## src/rtl/note_seq_pkg.sv

```systemverilog
// rtl/note_seq_pkg.sv - shared state encoding, pattern entry layout and note-length lookup
package note_seq_pkg;

    typedef enum logic [1:0] {
        S_IDLE  = 2'd0,
        S_FETCH = 2'd1,
        S_LOAD  = 2'd2,
        S_PLAY  = 2'd3
    } state_t;

    localparam int END_BIT  = 7;
    localparam int MODE_HI  = 6;
    localparam int MODE_LO  = 5;
    localparam int REST_BIT = 4;
    localparam int NOTE_HI  = 3;

    localparam logic [1:0] MODE_WHOLE   = 2'b00;
    localparam logic [1:0] MODE_HALF    = 2'b01;
    localparam logic [1:0] MODE_QUARTER = 2'b10;
    localparam logic [1:0] MODE_EIGHTH  = 2'b11;

    // Note length expressed in eighth-note ticks.
    function automatic logic [3:0] mode_ticks(input logic [1:0] mode);
        case (mode)
            MODE_WHOLE:   return 4'd8;
            MODE_HALF:    return 4'd4;
            MODE_QUARTER: return 4'd2;
            default:      return 4'd1;
        endcase
    endfunction

endpackage

```

## src/rtl/tempo_tick.sv

```systemverilog
// rtl/tempo_tick.sv - BPM-driven eighth-note tick from a phase accumulator
module tempo_tick #(
    parameter int unsigned CLK_HZ = 50_000_000
) (
    input  logic       CLK,
    input  logic       RST,
    input  logic       CLR,
    input  logic       RUN,
    input  logic [7:0] BPM,
    output logic       TICK
);

    localparam longint unsigned LIMIT_W = longint'(CLK_HZ) * 60;
    localparam logic [31:0]     LIMIT   = LIMIT_W[31:0];

    logic [31:0] acc_q, acc_d;
    logic [31:0] inc;
    logic [31:0] headroom;
    logic        wrap;

    // Comparing against the remaining headroom keeps every sum below LIMIT,
    // so the accumulator never needs a carry bit.
    assign inc      = {23'd0, BPM, 1'b0};
    assign headroom = LIMIT - acc_q;
    assign wrap     = (inc >= headroom);
    assign TICK     = RUN && wrap;

    always_comb begin
        acc_d = acc_q;
        if (CLR) begin
            acc_d = 32'd0;
        end else if (RUN) begin
            acc_d = wrap ? (inc - headroom) : (acc_q + inc);
        end
    end

    always_ff @(posedge CLK) begin
        if (RST) begin
            acc_q <= 32'd0;
        end else begin
            acc_q <= acc_d;
        end
    end

endmodule

```

## src/rtl/note_sequencer.sv

```systemverilog
// rtl/note_sequencer.sv - steps a pattern memory and gates audio_controller per note
module note_sequencer
    import note_seq_pkg::*;
#(
    parameter int unsigned CLK_HZ = 50_000_000,
    parameter int          ADDR_W = 5
) (
    input  logic              CLK,
    input  logic              RST,
    input  logic              START,
    input  logic              STOP,
    input  logic              LOOP,
    input  logic [7:0]        BPM,
    output logic [ADDR_W-1:0] PAT_ADDR,
    input  logic [7:0]        PAT_DATA,
    output logic [3:0]        NOTE,
    output logic [1:0]        MODE,
    output logic [7:0]        BPM_OUT,
    output logic              NOTE_EN,
    output logic              BUSY,
    output logic              DONE
);

    localparam logic [ADDR_W-1:0] ADDR_MAX = '1;
    localparam logic [ADDR_W-1:0] ADDR_ONE = 1;

    state_t            state_q, state_d;
    logic [ADDR_W-1:0] addr_q, addr_d;
    logic [3:0]        dur_q, dur_d;
    logic [3:0]        note_q, note_d;
    logic [1:0]        mode_q, mode_d;
    logic [7:0]        bpm_q, bpm_d;
    logic              en_q, en_d;
    logic              done_q, done_d;
    logic              clr, tick, start_ok, at_end;

    assign start_ok = (state_q == S_IDLE) && START && !STOP && (BPM != 8'd0);

    tempo_tick #(.CLK_HZ(CLK_HZ)) u_tick (
        .CLK  (CLK),
        .RST  (RST),
        .CLR  (clr),
        .RUN  (state_q == S_PLAY),
        .BPM  (bpm_q),
        .TICK (tick)
    );

    always_comb begin
        state_d = state_q;
        addr_d  = addr_q;
        dur_d   = dur_q;
        note_d  = note_q;
        mode_d  = mode_q;
        bpm_d   = bpm_q;
        en_d    = en_q;
        done_d  = 1'b0;
        clr     = 1'b0;
        at_end  = 1'b0;
        case (state_q)
            S_IDLE: begin
                if (start_ok) begin
                    state_d = S_FETCH;
                    bpm_d   = BPM;
                    addr_d  = '0;
                    clr     = 1'b1;
                end
            end
            S_FETCH: state_d = S_LOAD;
            S_LOAD: begin
                if (PAT_DATA[END_BIT]) begin
                    at_end = 1'b1;
                end else begin
                    note_d  = PAT_DATA[NOTE_HI:0];
                    mode_d  = PAT_DATA[MODE_HI:MODE_LO];
                    dur_d   = mode_ticks(PAT_DATA[MODE_HI:MODE_LO]);
                    en_d    = !PAT_DATA[REST_BIT];
                    state_d = S_PLAY;
                end
            end
            S_PLAY: begin
                if (tick) begin
                    dur_d = dur_q - 4'd1;
                    if (dur_q == 4'd1) begin
                        en_d = 1'b0;
                        if (addr_q == ADDR_MAX) begin
                            at_end = 1'b1;
                        end else begin
                            addr_d  = addr_q + ADDR_ONE;
                            state_d = S_FETCH;
                        end
                    end
                end
            end
            default: state_d = S_IDLE;
        endcase

        // An END at address 0 always finishes, so LOOP can never spin on an empty pattern.
        if (at_end) begin
            if (LOOP && (addr_q != '0)) begin
                addr_d  = '0;
                state_d = S_FETCH;
            end else begin
                done_d  = 1'b1;
                state_d = S_IDLE;
            end
        end

        if (STOP && (state_q != S_IDLE)) begin
            state_d = S_IDLE;
            addr_d  = addr_q;
            note_d  = note_q;
            mode_d  = mode_q;
            en_d    = 1'b0;
            done_d  = 1'b0;
        end
    end

    always_ff @(posedge CLK) begin
        if (RST) begin
            state_q <= S_IDLE;
            addr_q  <= '0;
            dur_q   <= 4'd0;
            note_q  <= 4'd0;
            mode_q  <= 2'd0;
            bpm_q   <= 8'd0;
            en_q    <= 1'b0;
            done_q  <= 1'b0;
        end else begin
            state_q <= state_d;
            addr_q  <= addr_d;
            dur_q   <= dur_d;
            note_q  <= note_d;
            mode_q  <= mode_d;
            bpm_q   <= bpm_d;
            en_q    <= en_d;
            done_q  <= done_d;
        end
    end

    assign PAT_ADDR = addr_q;
    assign NOTE     = note_q;
    assign MODE     = mode_q;
    assign BPM_OUT  = bpm_q;
    assign NOTE_EN  = en_q;
    assign BUSY     = (state_q != S_IDLE);
    assign DONE     = done_q;

endmodule

```

## config.mk

```make
export PLATFORM = sky130hd
export DESIGN_NAME = note_sequencer
export DESIGN_NICKNAME = d
export VERILOG_FILES = /design/src/rtl/note_seq_pkg.sv /design/src/rtl/tempo_tick.sv /design/src/rtl/note_sequencer.sv
export SDC_FILE = /design/constraint.sdc
export NUM_CORES = 1
export LEC_CHECK = 0
export ABC_AREA = 1
export BUFFER_PORTS_ARGS = -buffer_cell sky130_fd_sc_hd__buf_2
export CAP_MARGIN = 5
export CORE_MARGIN = 3
export CORE_UTILIZATION = 40
export DETAILED_ROUTE_END_ITERATION = 12
export PLACE_DENSITY = 0.69
export RECOVER_POWER = 25
export SYNTH_ARGS = -nofsm -noshare
export SYNTH_HDL_FRONTEND = slang
export SYNTH_HIERARCHICAL = 1
export SYNTH_SLANG_ARGS = --single-unit
export TNS_END_PERCENT = 5
```

## constraint.sdc

```tcl
create_clock -name CLK -period 4.5 [get_ports CLK]
set_input_delay 0.9 -clock CLK [delete_from_list [all_inputs] [get_ports CLK]]
set_output_delay 0.9 -clock CLK [all_outputs]
set_load 0.02 [all_outputs]
```

==> results of run 1 <==
state kept, by name, indices dropped and copies added, names as in the netlist:
name,flops
PAT_ADDR,5
DONE,1
NOTE_EN,1
MODE,2
NOTE,4
BPM_OUT,8
state_q,2
dur_q,4
u_tick/acc_q,31
per-layer routing:
| layer | track usage, % | up-vias |
|---|---|---|
| li1 | - | 3371 |
| met1 | 30.5 | 2948 |
| met2 | 36.0 | 227 |
| met3 | 3.53 | 30 |
| met4 | 8.86 | 0 |
| met5 | 0 | - |
layout by cell type, fill, tap and decap left out, types with 2 or more instances in the layout:
| cell | n |
|---|---|
| sky130_fd_sc_hd__o21ai_1 | 5 |
| sky130_fd_sc_hd__nor3_1 | 19 |
| sky130_fd_sc_hd__nor2_2 | 16 |
| sky130_fd_sc_hd__a211oi_1 | 2 |
| sky130_fd_sc_hd__clkinv_4 | 2 |
| sky130_fd_sc_hd__buf_2 | 30 |
| sky130_fd_sc_hd__nand4_1 | 18 |
| sky130_fd_sc_hd__nor2_1 | 124 |
| sky130_fd_sc_hd__o22ai_1 | 2 |
| sky130_fd_sc_hd__nand3_1 | 83 |
| sky130_fd_sc_hd__clkbuf_1 | 13 |
| sky130_fd_sc_hd__nor2_4 | 11 |
| sky130_fd_sc_hd__clkbuf_8 | 2 |
| sky130_fd_sc_hd__nand3b_1 | 5 |
| sky130_fd_sc_hd__o21ai_0 | 53 |
| sky130_fd_sc_hd__a21oi_1 | 60 |
| sky130_fd_sc_hd__o21bai_1 | 3 |
| sky130_fd_sc_hd__nor4_1 | 4 |
| sky130_fd_sc_hd__a21oi_2 | 5 |
| sky130_fd_sc_hd__ha_1 | 25 |
| sky130_fd_sc_hd__clkinv_1 | 3 |
| sky130_fd_sc_hd__inv_2 | 13 |
| sky130_fd_sc_hd__nand2_1 | 291 |
| sky130_fd_sc_hd__dfxtp_1 | 58 |
| sky130_fd_sc_hd__nand3_2 | 8 |
| sky130_fd_sc_hd__bufinv_16 | 2 |
| sky130_fd_sc_hd__o211ai_1 | 2 |
| sky130_fd_sc_hd__buf_4 | 3 |
| sky130_fd_sc_hd__xor2_1 | 37 |
| sky130_fd_sc_hd__nand2_2 | 22 |
| sky130_fd_sc_hd__clkbuf_16 | 9 |
| sky130_fd_sc_hd__inv_1 | 121 |
| sky130_fd_sc_hd__xnor2_1 | 6 |
stage by stage:
stage | instance area [µm²] | hold WS (ns)
3_3_place_gp | 6340 | 0.460
5_1_grt | 6650 | 0.508
4_1_cts | 6670 | 0.480
2_1_floorplan | 5990 | 0.470
6_report | 6650 | 0.479
3_5_place_dp | 6340 | 0.468
power groups by stage:
stage	Sequential, mW	Combinational [mW]	Clock, mW
finish	0.688	1.21	0.752
global route	0.699	1.38	0.792
CTS	0.684	1.21	0.770
detailed placement	0.694	1.20	0
global placement	0.692	1.20	0
floorplan	0.687	0.927	0
how the worst max path moves through the flow:
stage	to	slack, ns	cells past startpoint
6_report	state_q[1]	0.74	25
5_1_grt	PAT_ADDR[2]	0.31	23
4_1_cts	PAT_ADDR[2]	0.76	25
3_5_place_dp	PAT_ADDR[1]	0.76	25
3_3_place_gp	PAT_ADDR[1]	0.93	25
2_1_floorplan	state_q[1]	1.12	26
Yosys cell counts (all sizes together):
library cell	number	area (µm²)
xnor2	6	52.6
nor3b	1	7.51
a211oi	2	15.0
o21ai	58	302
o22ai	2	12.5
xor2	37	324
o31ai	1	7.51
clkinv	4	20.0
nand3b	5	37.5
a22oi	1	7.51
ha	26	325
fa	1	20.0
nand2	314	1240
nor2	151	689
o211ai	2	15.0
o21bai	3	22.5
nand3	91	495
nor4	4	25.0
buf	12	85.1
dfxtp	58	1160
nand4	19	134
a21oi	65	344
a21o	1	7.51
o21a	1	7.51
nor3	19	95.1
clkbuf	8	31.3
inv	135	509
cell type report:
class,instances,area share (%)
Clock inverter,4,1.11
Timing Repair Buffer,45,3.27
Inverter,139,7.96
Sequential cell,58,17.5
Clock buffer,12,3.86
Tap cell,184,3.46
Multi-Input combinational cell,810,62.9
worst register-to-register path, stage by stage (launching register included):
cell	delay (ns)
sky130_fd_sc_hd__dfxtp_1	0.34
sky130_fd_sc_hd__inv_1	0.13
sky130_fd_sc_hd__ha_1	0.22
sky130_fd_sc_hd__nand3_2	0.15
sky130_fd_sc_hd__nor2_4	0.17
sky130_fd_sc_hd__xor2_1	0.09
sky130_fd_sc_hd__ha_1	0.36
sky130_fd_sc_hd__nand2_1	0.09
sky130_fd_sc_hd__nor2_1	0.16
sky130_fd_sc_hd__nand2_1	0.07
sky130_fd_sc_hd__o211ai_1	0.17
sky130_fd_sc_hd__nand2_1	0.09
sky130_fd_sc_hd__nand2_1	0.11
sky130_fd_sc_hd__o21ai_1	0.11
sky130_fd_sc_hd__nor2_4	0.14
sky130_fd_sc_hd__nand4_4	0.11
sky130_fd_sc_hd__nor2_1	0.40
sky130_fd_sc_hd__nand2_1	0.12
sky130_fd_sc_hd__inv_1	0.09
sky130_fd_sc_hd__nand3_2	0.09
sky130_fd_sc_hd__nand2_2	0.08
sky130_fd_sc_hd__inv_1	0.07
sky130_fd_sc_hd__nand2_2	0.10
sky130_fd_sc_hd__nand3_1	0.08
sky130_fd_sc_hd__nand2_1	0.09
sky130_fd_sc_hd__nor2_2	0.03
cells by family (layout without fill, tap and decap cells):
group / count (synthesis) / in the layout / share of synthesized area (%)
AO/OA/AOI/OAI: 136 / 136 / 12.4
adder cells (fa/ha/maj): 27 / 27 / 5.76
AND/OR/NAND/NOR: 604 / 604 / 45.5
flip-flops: 58 / 58 / 19.4
buffers and inverters: 159 / 200 / 10.8
XOR/XNOR: 43 / 43 / 6.28
==> impl_metrics.py, run 1 <==
metrics = {
    "layout": {
        "antenna_cells": 0,
        "fillCellCount": 1564,
        "layout.area.seq_mm2": 0.00116,
        "area_of_the_multi_input_gates_mm2": 0.00418,
        "post_layout_nonfiller_instances": 1252,
        "fin_nets": 1111,
        "drive_above_1_share_pct": 12.0,
        "fin_util_pct": 45.6,
        "area.growth.synth_to_final_pct": 10.9,
    },
    "worst_setup_path": {
        "worst_r2r_endpoint": "state_q[1]",
        "critical_path_arrival_ns": 3.98,
        "timing.critical_path.from": "u_tick/acc_q[1]",
        "highest_delay_cell_along_the_critical_path": "sky130_fd_sc_hd__nor2_1",
        "critical_path.top_delay_family": "simple AND/OR/NAND/NOR gates",
        "reg2reg_slack_ns": 0.74,
        "path_class": "reg -> reg",
        "critical_path_buf_inv_count": 3,
        "worst_reg_to_reg_cells": 25,
        "crit_path_frequent_cell": "sky130_fd_sc_hd__nand2_1",
        "worstSetupStartpointType": "flip-flop",
        "worst-path-max-fanout": 7,
        "worst_r2r_startpoint": "u_tick/acc_q[1]",
        "timing.critical_path.to_type": "flip-flop",
        "crit_required_ns": 4.72,
        "cp_slowest_stage_delay_ns": 0.40,
    },
    "pwr": {
        "switching_share_pct": 43.2,
        "p_switching_mw": 1.15,
        "p_per_area_mw_per_mm2": 399,
        "p_clk_share_pct": 28.4,
        "p_leak_nw": 3.05,
        "power.sequential.fraction_pct": 25.9,
        "power_report.internal_total_mw": 1.51,
        "maximum_vdd_drop_mv": 0.300,
        "report.power.total_mw": 2.65,
        "comb_power_share_pct": 45.7,
    },
    "min_path": {
        "hold_path.startpoint": "NOTE[1]",
        "timing.hold.worst_endpoint": "NOTE[1]",
        "min_delay_path_depth": 2,
        "min-delay-path-class": "reg -> reg",
    },
    "yosys": {
        "yosys_register_bits": 58,
        "seq_area_frac_synth_pct": 19.4,
        "post_synth_design_cell_area_mm2": 0.00599,
        "syn_avg_cell_area_um2": 5.84,
        "postSynthCellCount": 1027,
        "postSynthNetCount": 1075,
        "count_of_warnings_emitted_by_yosys": 6,
        "post_synth_num_cell_types": 42,
    },
    "clock_network": {
        "clkSlewWorstSetupHoldPaths_ns": 0.05,
        "clock_tree.buffer_depth": 2,
        "htree_levels": 3,
        "insertion_delay_ns": 0.33,
        "cts-resized-gates": 0,
        "holdBufCountCts": 0,
        "numClockSinks": 58,
        "post_cts.repair.setup_buffers": 0,
        "numCtsBuffers": 9,
        "cts_root_buffer": "sky130_fd_sc_hd__clkbuf_16",
        "cts_tree": "done",
    },
    "global_route": {
        "global_route.usage.total_pct": 22.6,
        "first_global_vias": 6093,
        "number_of_antenna_violations_at_the_first_check_in_global_routing": 0,
        "grt_max_degree": 57,
        "grt-ovfl-total": 0,
        "grt_pass1_wl_um": 30100,
    },
    "place": {
        "gp_routability_congestion": 0.996,
        "post-dp-hpwl_um": 14500,
        "io_buffer_count": 42,
        "numPlacedInstances": 1236,
        "dp_slack_ns": 0.765,
    },
    "drt": {
        "routed_wire_length_per_instance_um": 14.5,
        "via_per_inst": 5.25,
        "wl_met1_um": 8280,
        "dr_wl_met2_um": 8170,
        "maxUsedRoutingLayer": "met4",
        "drcViolationCount": 0,
        "dr_total_vias": 6576,
        "drt.antenna.violating_nets": 0,
        "wirelength_um": 18200,
        "drt_first_iter_violations": 484,
        "drt_pre_antenna_iters": 5,
        "met3_length_um": 1280,
    },
    "floorplan": {
        "die-area_mm2": 0.0165,
        "initial_standard_cell_utilization_of_the_core_pct": 41.1,
        "die_height_um": 128,
        "fp.dieW_um": 128,
        "design.portCount": 43,
        "core_area_mm2": 0.0146,
        "rows": 44,
    },
    "timing": {
        "timing.setup.tns_ns": 0,
        "setup_viol": 0,
        "final_min_period_over_clock_period_pct": 83.7,
        "max_clk_rate_ghz": 0.266,
        "timing.slew.headroom_pct": 39.6,
        "finalCriticalPeriod_ns": 3.76,
        "finalWorstSetupSlack_ns": 0.735,
        "grt_setup_unrepaired": "no",
        "final_hold_viol_count": 0,
        "timing_max_transition_violations_final": 0,
        "worstMarginPinSlew_ns": 0.897,
        "worst_setup_skew_after_layout_ns": 0.00764,
    },
    "status": {
        "run_status": "finished, final reports clean",
    },
    "job": {
        "maxCapViolCount": 0,
    },
}
(Power assumes the default switching activity.)
==> run 2: changes to the inputs <==
- ABC_AREA: 1 -> 0
- clock period: 4.5 -> 3.9 ns (I/O delays scaled with it)
==> impl_metrics.py, run 2 <==
metrics = {
    "status": {
        "run_status": "finished with violations",
        "violations": "setup timing",
    },
    "yosys": {
        "synthArstFlopShare_pct": 0,
        "syn_avg_cell_area_um2": 7.66,
        "synthDominantCellAreaShare_pct": 22.8,
        "post-synth-top-count-cell": "sky130_fd_sc_hd__nor2_1",
        "seq_area_frac_synth_pct": 22.8,
        "ys.flop_type": "sky130_fd_sc_hd__dfxtp_1",
        "synth_edf_count": 0,
        "count_of_warnings_emitted_by_yosys": 6,
        "synthDominantAreaCellType": "sky130_fd_sc_hd__dfxtp_1",
        "synth.top_cells.by_area": "sky130_fd_sc_hd__dfxtp_1, sky130_fd_sc_hd__ha_1, sky130_fd_sc_hd__mux2i_1",
        "post_synth_design_cell_area_mm2": 0.00508,
        "post_synth_num_cell_types": 77,
        "yosys_register_bits": 58,
        "synth.cells.most_frequent": "sky130_fd_sc_hd__nor2_1, sky130_fd_sc_hd__dfxtp_1, sky130_fd_sc_hd__nand2_1",
        "postSynthCellCount": 664,
        "postSynthNetCount": 712,
    },
    "clock_network": {
        "clock_tree.buffer_depth": 2,
        "holdBufCountCts": 0,
        "numClockSinks": 58,
        "numCtsBuffers": 9,
        "cts_root_buffer": "sky130_fd_sc_hd__clkbuf_16",
        "clkSlewWorstSetupHoldPaths_ns": 0.05,
        "htree_levels": 3,
        "insertion_delay_ns": 0.34,
        "cts_tree": "done",
    },
    "layout": {
        "largest_register_ffs": 31,
        "mostFrequentLayoutCell": "sky130_fd_sc_hd__buf_4",
        "fin_util_pct": 52.7,
        "regMostFlops": "u_tick/acc_q",
        "fillCellCount": 1184,
        "postLayoutCellArea_mm2": 0.00643,
        "fin_nets": 815,
        "final_cell_mix": "sky130_fd_sc_hd__buf_4, sky130_fd_sc_hd__nor2_1, sky130_fd_sc_hd__dfxtp_1",
        "drive_above_1_share_pct": 23.8,
        "area.growth.synth_to_final_pct": 26.5,
        "antenna_cells": 0,
    },
    "worst_setup_path": {
        "highest_delay_cell_along_the_critical_path": "sky130_fd_sc_hd__or4b_4",
        "critical_path_buf_inv_count": 2,
        "worst-path-max-fanout": 5,
        "crit_required_ns": 4.15,
        "worstSetupStartpointType": "flip-flop",
        "critical_path_arrival_ns": 4.21,
        "timing.critical_path.to_type": "flip-flop",
        "worst_reg_to_reg_cells": 18,
        "critical_path.cell_chain": "inv_2, ha_4, buf_4, or4b_4, nor2_4, xor2_1, ha_1, a21oi_2, a31oi_2, nor3_2, nor4_1, nand4_1, nor2_2, nor4bb_4, a32o_2, a2111oi_4, nand2_1, a211oi_2",
        "worst_r2r_endpoint": "PAT_ADDR[3]",
        "worst_r2r_startpoint": "u_tick/acc_q[1]",
        "critical_path_depth": 18,
        "reg2reg_slack_ns": -0.06,
        "cp_slowest_stage_delay_ns": 0.51,
        "path_class": "reg -> reg",
        "critical_path.top_delay_family": "simple AND/OR/NAND/NOR gates",
    },
    "global_route": {
        "first_global_vias": 5452,
        "grt_pass1_wl_um": 27200,
        "number_of_antenna_violations_at_the_first_check_in_global_routing": 0,
        "grt-ovfl-total": 0,
        "global_route.usage.total_pct": 23.6,
        "grt_max_degree": 47,
    },
    "floorplan": {
        "die_height_um": 119,
        "core_area_mm2": 0.0122,
        "die-area_mm2": 0.0141,
        "fp.dieW_um": 119,
        "design.portCount": 43,
        "rows": 40,
        "initial_standard_cell_utilization_of_the_core_pct": 41.6,
    },
    "drt": {
        "drt.antenna.violating_nets": 0,
        "dr_total_vias": 5552,
        "via_per_inst": 5.91,
        "routed_wire_length_per_instance_um": 17.7,
        "drcViolationCount": 0,
        "wirelength_um": 16600,
        "drt_first_iter_violations": 550,
        "drt_pre_antenna_iters": 7,
    },
    "pwr": {
        "maximum_vdd_drop_mv": 0.349,
        "power.sequential.fraction_pct": 26.2,
        "p_leak_nw": 2.58,
        "p_per_area_mw_per_mm2": 400,
        "p_clk_share_pct": 28.0,
        "switching_share_pct": 37.5,
        "power_report.internal_total_mw": 1.61,
        "comb_power_share_pct": 45.8,
        "p_switching_mw": 0.966,
    },
    "timing": {
        "worst_setup_skew_after_layout_ns": 0.00592,
        "final.hold.worst_slack_ns": 0.503,
        "finalCriticalPeriod_ns": 3.96,
        "setup_viol": 3,
        "final_min_period_over_clock_period_pct": 101,
        "finalWorstSetupSlack_ns": -0.0552,
        "timing_max_transition_violations_final": 0,
        "grt_setup_unrepaired": "yes",
        "worstMarginPinSlew_ns": 0.885,
        "timing.slew.headroom_pct": 40.9,
        "final_hold_viol_count": 0,
        "max_clk_rate_ghz": 0.253,
    },
    "min_path": {
        "min-delay-path-class": "reg -> reg",
        "min_delay_path_depth": 2,
        "hold_path.startpoint": "NOTE[3]",
        "timing.hold.worst_endpoint": "NOTE[3]",
    },
    "place": {
        "post-dp-hpwl_um": 12700,
        "dp_slack_ns": -0.260,
        "io_buffer_count": 42,
        "gp_routability_congestion": 0.990,
        "dpl-instance-area_mm2": 0.00605,
    },
    "job": {
        "maxCapViolCount": 0,
    },
}
==> run 2: cell families (layout without fill, tap and decap cells) <==
logic type,after synthesis,count (layout),share of synthesized area [%]
compound gates,161,161,23.3
flops,58,58,22.8
xor+xnor,30,30,5.32
mux,30,30,5.98
buf+inv,71,179,5.34
simple gates,287,287,30.5
fa+ha+maj,27,27,6.79
==> run 2: worst min-delay path, cell delays in order, from the launching register on <==
cell and delay, ns:
sky130_fd_sc_hd__dfxtp_1 0.33, sky130_fd_sc_hd__mux2i_1 0.07, sky130_fd_sc_hd__nor2_1 0.07
==> run 2: layer usage <==
layer / wire length (µm) / share of wire (%) / GRT usage [%] / up-vias
met5: 0 / 0 / 0 / -
met4: 439 / 2.6 / 8.40 / 0
met3: 1140 / 6.8 / 4.21 / 37
met2: 7820 / 47 / 39.3 / 233
met1: 7220 / 43 / 30.5 / 2596
li1: - / - / - / 2686
==> run 2: metrics by stage <==
stage               power [mW]  TNS, ns  instances
CTS                       2.56   -0.196        940
global route              2.72    -1.83        940
floorplan                 1.41   -0.104        664
finish                    2.57   -0.122        940
global placement          1.73   -0.972        920
detailed placement        1.75    -1.39        920
==> run 2: how the worst max path moves through the flow <==
stage                                from           to  slack (ns)
after floorplan           u_tick/acc_q[2]  PAT_ADDR[3]       -0.04
after global placement    u_tick/acc_q[2]  PAT_ADDR[3]       -0.19
after detailed placement  u_tick/acc_q[2]  PAT_ADDR[0]       -0.26
after CTS                 u_tick/acc_q[4]  PAT_ADDR[0]       -0.06
after global routing      u_tick/acc_q[4]  PAT_ADDR[0]       -0.28
final                     u_tick/acc_q[1]  PAT_ADDR[3]       -0.06
==> run 2: power groups by stage <==
stage	Combinational (mW)	Clock (mW)	Sequential [mW]
global placement	1.05	0	0.678
global route	1.27	0.769	0.679
CTS	1.15	0.739	0.672
finish	1.18	0.722	0.674
detailed placement	1.07	0	0.680
floorplan	0.719	0	0.693
==> run 2: area by class of cell <==
type / count / area [µm²] / share of cell area [%]
Inverter: 30 / 113 / 1.75
Tap cell: 168 / 210 / 3.27
Sequential cell: 58 / 1160 / 18.1
Clock inverter: 3 / 15.0 / 0.233
Timing Repair Buffer: 133 / 888 / 13.8
Clock buffer: 13 / 250 / 3.89
Multi-Input combinational cell: 535 / 3790 / 58.9
==> run 2: timing repair <==
action	4_1_cts	5_1_grt
endpoints found under the setup margin	7	14
setup buffers	5	0
pin swaps	18	1
gates cloned	0	0
gates resized for setup	21	7
==> run 3: changes to the inputs <==
--- a/config.mk
+++ b/config.mk
@@ -7,3 +7,3 @@
 export LEC_CHECK = 0
-export ABC_AREA = 0
+export ABC_AREA = 1
 export BUFFER_PORTS_ARGS = -buffer_cell sky130_fd_sc_hd__buf_2
==> constraint.sdc (replaced) <==
create_clock -name CLK -period 3.9 [get_ports CLK]
set_input_delay 0.39 -clock CLK [delete_from_list [all_inputs] [get_ports CLK]]
set_output_delay 0.39 -clock CLK [all_outputs]
set_load 0.02 [all_outputs]
==> impl_metrics.py, run 3 (same netlist as run 1, synthesis figures left out) <==
metrics = {
    "status": {
        "run_status": "finished, final reports clean",
    },
    "layout": {
        "largest_register_ffs": 31,
        "fin_nets": 1116,
        "final_cell_mix": "sky130_fd_sc_hd__nand2_1, sky130_fd_sc_hd__nor2_1, sky130_fd_sc_hd__inv_1",
        "fin_util_pct": 46.0,
        "regMostFlops": "u_tick/acc_q",
        "drive_above_1_share_pct": 11.9,
        "antenna_cells": 0,
        "area.growth.synth_to_final_pct": 11.9,
        "mostFrequentLayoutCell": "sky130_fd_sc_hd__nand2_1",
        "fillCellCount": 1556,
    },
    "worst_setup_path": {
        "crit_path_frequent_cell": "sky130_fd_sc_hd__nand2_1",
        "critical_path_depth": 25,
        "critical_path_arrival_ns": 3.73,
        "cp_slowest_stage_delay_ns": 0.36,
        "critical_path_buf_inv_count": 3,
        "reg2reg_slack_ns": 0.39,
        "worst-path-max-fanout": 5,
        "worst_reg_to_reg_cells": 25,
        "critical_path.top_delay_family": "simple AND/OR/NAND/NOR gates",
        "worstSetupStartpointType": "flip-flop",
        "timing.critical_path.to_type": "flip-flop",
        "highest_delay_cell_along_the_critical_path": "sky130_fd_sc_hd__dfxtp_1",
        "path_class": "reg -> reg",
        "worst_r2r_startpoint": "u_tick/acc_q[1]",
        "worst_r2r_endpoint": "PAT_ADDR[2]",
        "crit_required_ns": 4.12,
    },
    "floorplan": {
        "die-area_mm2": 0.0165,
        "initial_standard_cell_utilization_of_the_core_pct": 41.1,
        "die_height_um": 128,
        "rows": 44,
        "design.portCount": 43,
        "core_area_mm2": 0.0146,
        "fp.dieW_um": 128,
    },
    "min_path": {
        "hold_path.startpoint": "PAT_DATA[1]",
        "min-delay-path-class": "in -> reg",
        "timing.hold.worst_endpoint": "NOTE[1]",
        "min_delay_path_depth": 3,
    },
    "clock_network": {
        "cts_root_buffer": "sky130_fd_sc_hd__clkbuf_16",
        "cts-resized-gates": 0,
        "numClockSinks": 58,
        "insertion_delay_ns": 0.34,
        "clock_tree.buffer_depth": 2,
        "numCtsBuffers": 9,
        "holdBufCountCts": 0,
        "htree_levels": 3,
        "cts_tree": "done",
        "clkSlewWorstSetupHoldPaths_ns": 0.06,
        "post_cts.repair.setup_buffers": 0,
    },
    "timing": {
        "timing_max_transition_violations_final": 0,
        "max_clk_rate_ghz": 0.285,
        "final_hold_viol_count": 0,
        "setup_viol": 0,
        "grt_setup_unrepaired": "no",
        "timing.setup.tns_ns": 0,
        "worstMarginPinSlew_ns": 0.904,
        "finalCriticalPeriod_ns": 3.51,
        "timing.slew.headroom_pct": 39.6,
        "final_min_period_over_clock_period_pct": 90.1,
        "worst_setup_skew_after_layout_ns": 0.0116,
    },
    "drt": {
        "wirelength_um": 18800,
        "drt.antenna.violating_nets": 0,
        "routed_wire_length_per_instance_um": 15.0,
        "drt_first_iter_violations": 610,
        "via_per_inst": 5.30,
        "drt_pre_antenna_iters": 5,
        "drcViolationCount": 0,
        "dr_total_vias": 6668,
    },
    "global_route": {
        "first_global_vias": 5956,
        "global_route.usage.total_pct": 22.9,
        "grt_pass1_wl_um": 30300,
        "grt_max_degree": 57,
        "number_of_antenna_violations_at_the_first_check_in_global_routing": 0,
        "grt-ovfl-total": 0,
    },
    "pwr": {
        "maximum_vdd_drop_mv": 0.238,
        "p_leak_nw": 3.06,
        "p_per_area_mw_per_mm2": 470,
    },
    "job": {
        "maxCapViolCount": 0,
    },
    "place": {
        "post-dp-hpwl_um": 14700,
        "gp_routability_congestion": 1.03,
        "io_buffer_count": 42,
    },
}
## run 3: report_power, final
part | switching [mW] | internal (mW)
clock network | 0.318 | 0.630
registers | 0.111 | 0.674
logic | 0.948 | 0.472
## run 3: cell type report
type	count	area [µm²]	share of cell area [%]
repair buffers	50	245	3.66
well taps	184	230	3.43
multi-input cells	810	4190	62.5
clock buffers	9	225	3.36
inverters	139	529	7.89
flip-flops and latches	58	1160	17.3
clock inverters	7	125	1.87
## run 3: per-layer routing
metal / track usage, % / wire length (µm) / up-vias
li1: - / - / 3376
met1: 31.9 / 8630 / 2963
met2: 34.9 / 8100 / 281
met3: 3.45 / 1370 / 48
met4: 10.2 / 691 / 0
met5: 0 / 0 / -
## run 3: worst max path at each step
stage,from,end
2_1_floorplan,u_tick/acc_q[1],state_q[1]
3_3_place_gp,u_tick/acc_q[1],PAT_ADDR[1]
3_5_place_dp,u_tick/acc_q[1],PAT_ADDR[2]
4_1_cts,u_tick/acc_q[1],PAT_ADDR[2]
5_1_grt,u_tick/acc_q[1],PAT_ADDR[2]
6_report,u_tick/acc_q[1],PAT_ADDR[2]
## run 3: through the flow
| stage | hold WS [ns] | cells | total power, mW | cell area [µm²] | setup slack [ns] |
|---|---|---|---|---|---|
| 5_1_grt | 0.310 | 1257 | 3.37 | 6710 | 0.0174 |
| 6_report | 0.304 | 1257 | 3.15 | 6710 | 0.386 |
| 2_1_floorplan | 0.459 | 1027 | 1.86 | 5990 | 0.520 |
| 4_1_cts | 0.293 | 1257 | 3.15 | 6730 | 0.400 |
| 3_5_place_dp | 0.467 | 1241 | 2.19 | 6380 | 0.430 |
| 3_3_place_gp | 0.460 | 1241 | 2.19 | 6380 | 0.513 |
## run 3: worst register-to-register path, delay by kind of cell (launching register included)
family | cells | cell delay [ns]
AND/OR/NAND/NOR | 16 | 1.75
adder cells (fa/ha/maj) | 2 | 0.58
AO/OA/AOI/OAI | 3 | 0.32
XOR/XNOR | 1 | 0.09
buffers and inverters | 3 | 0.29
flip-flops | 1 | 0.36
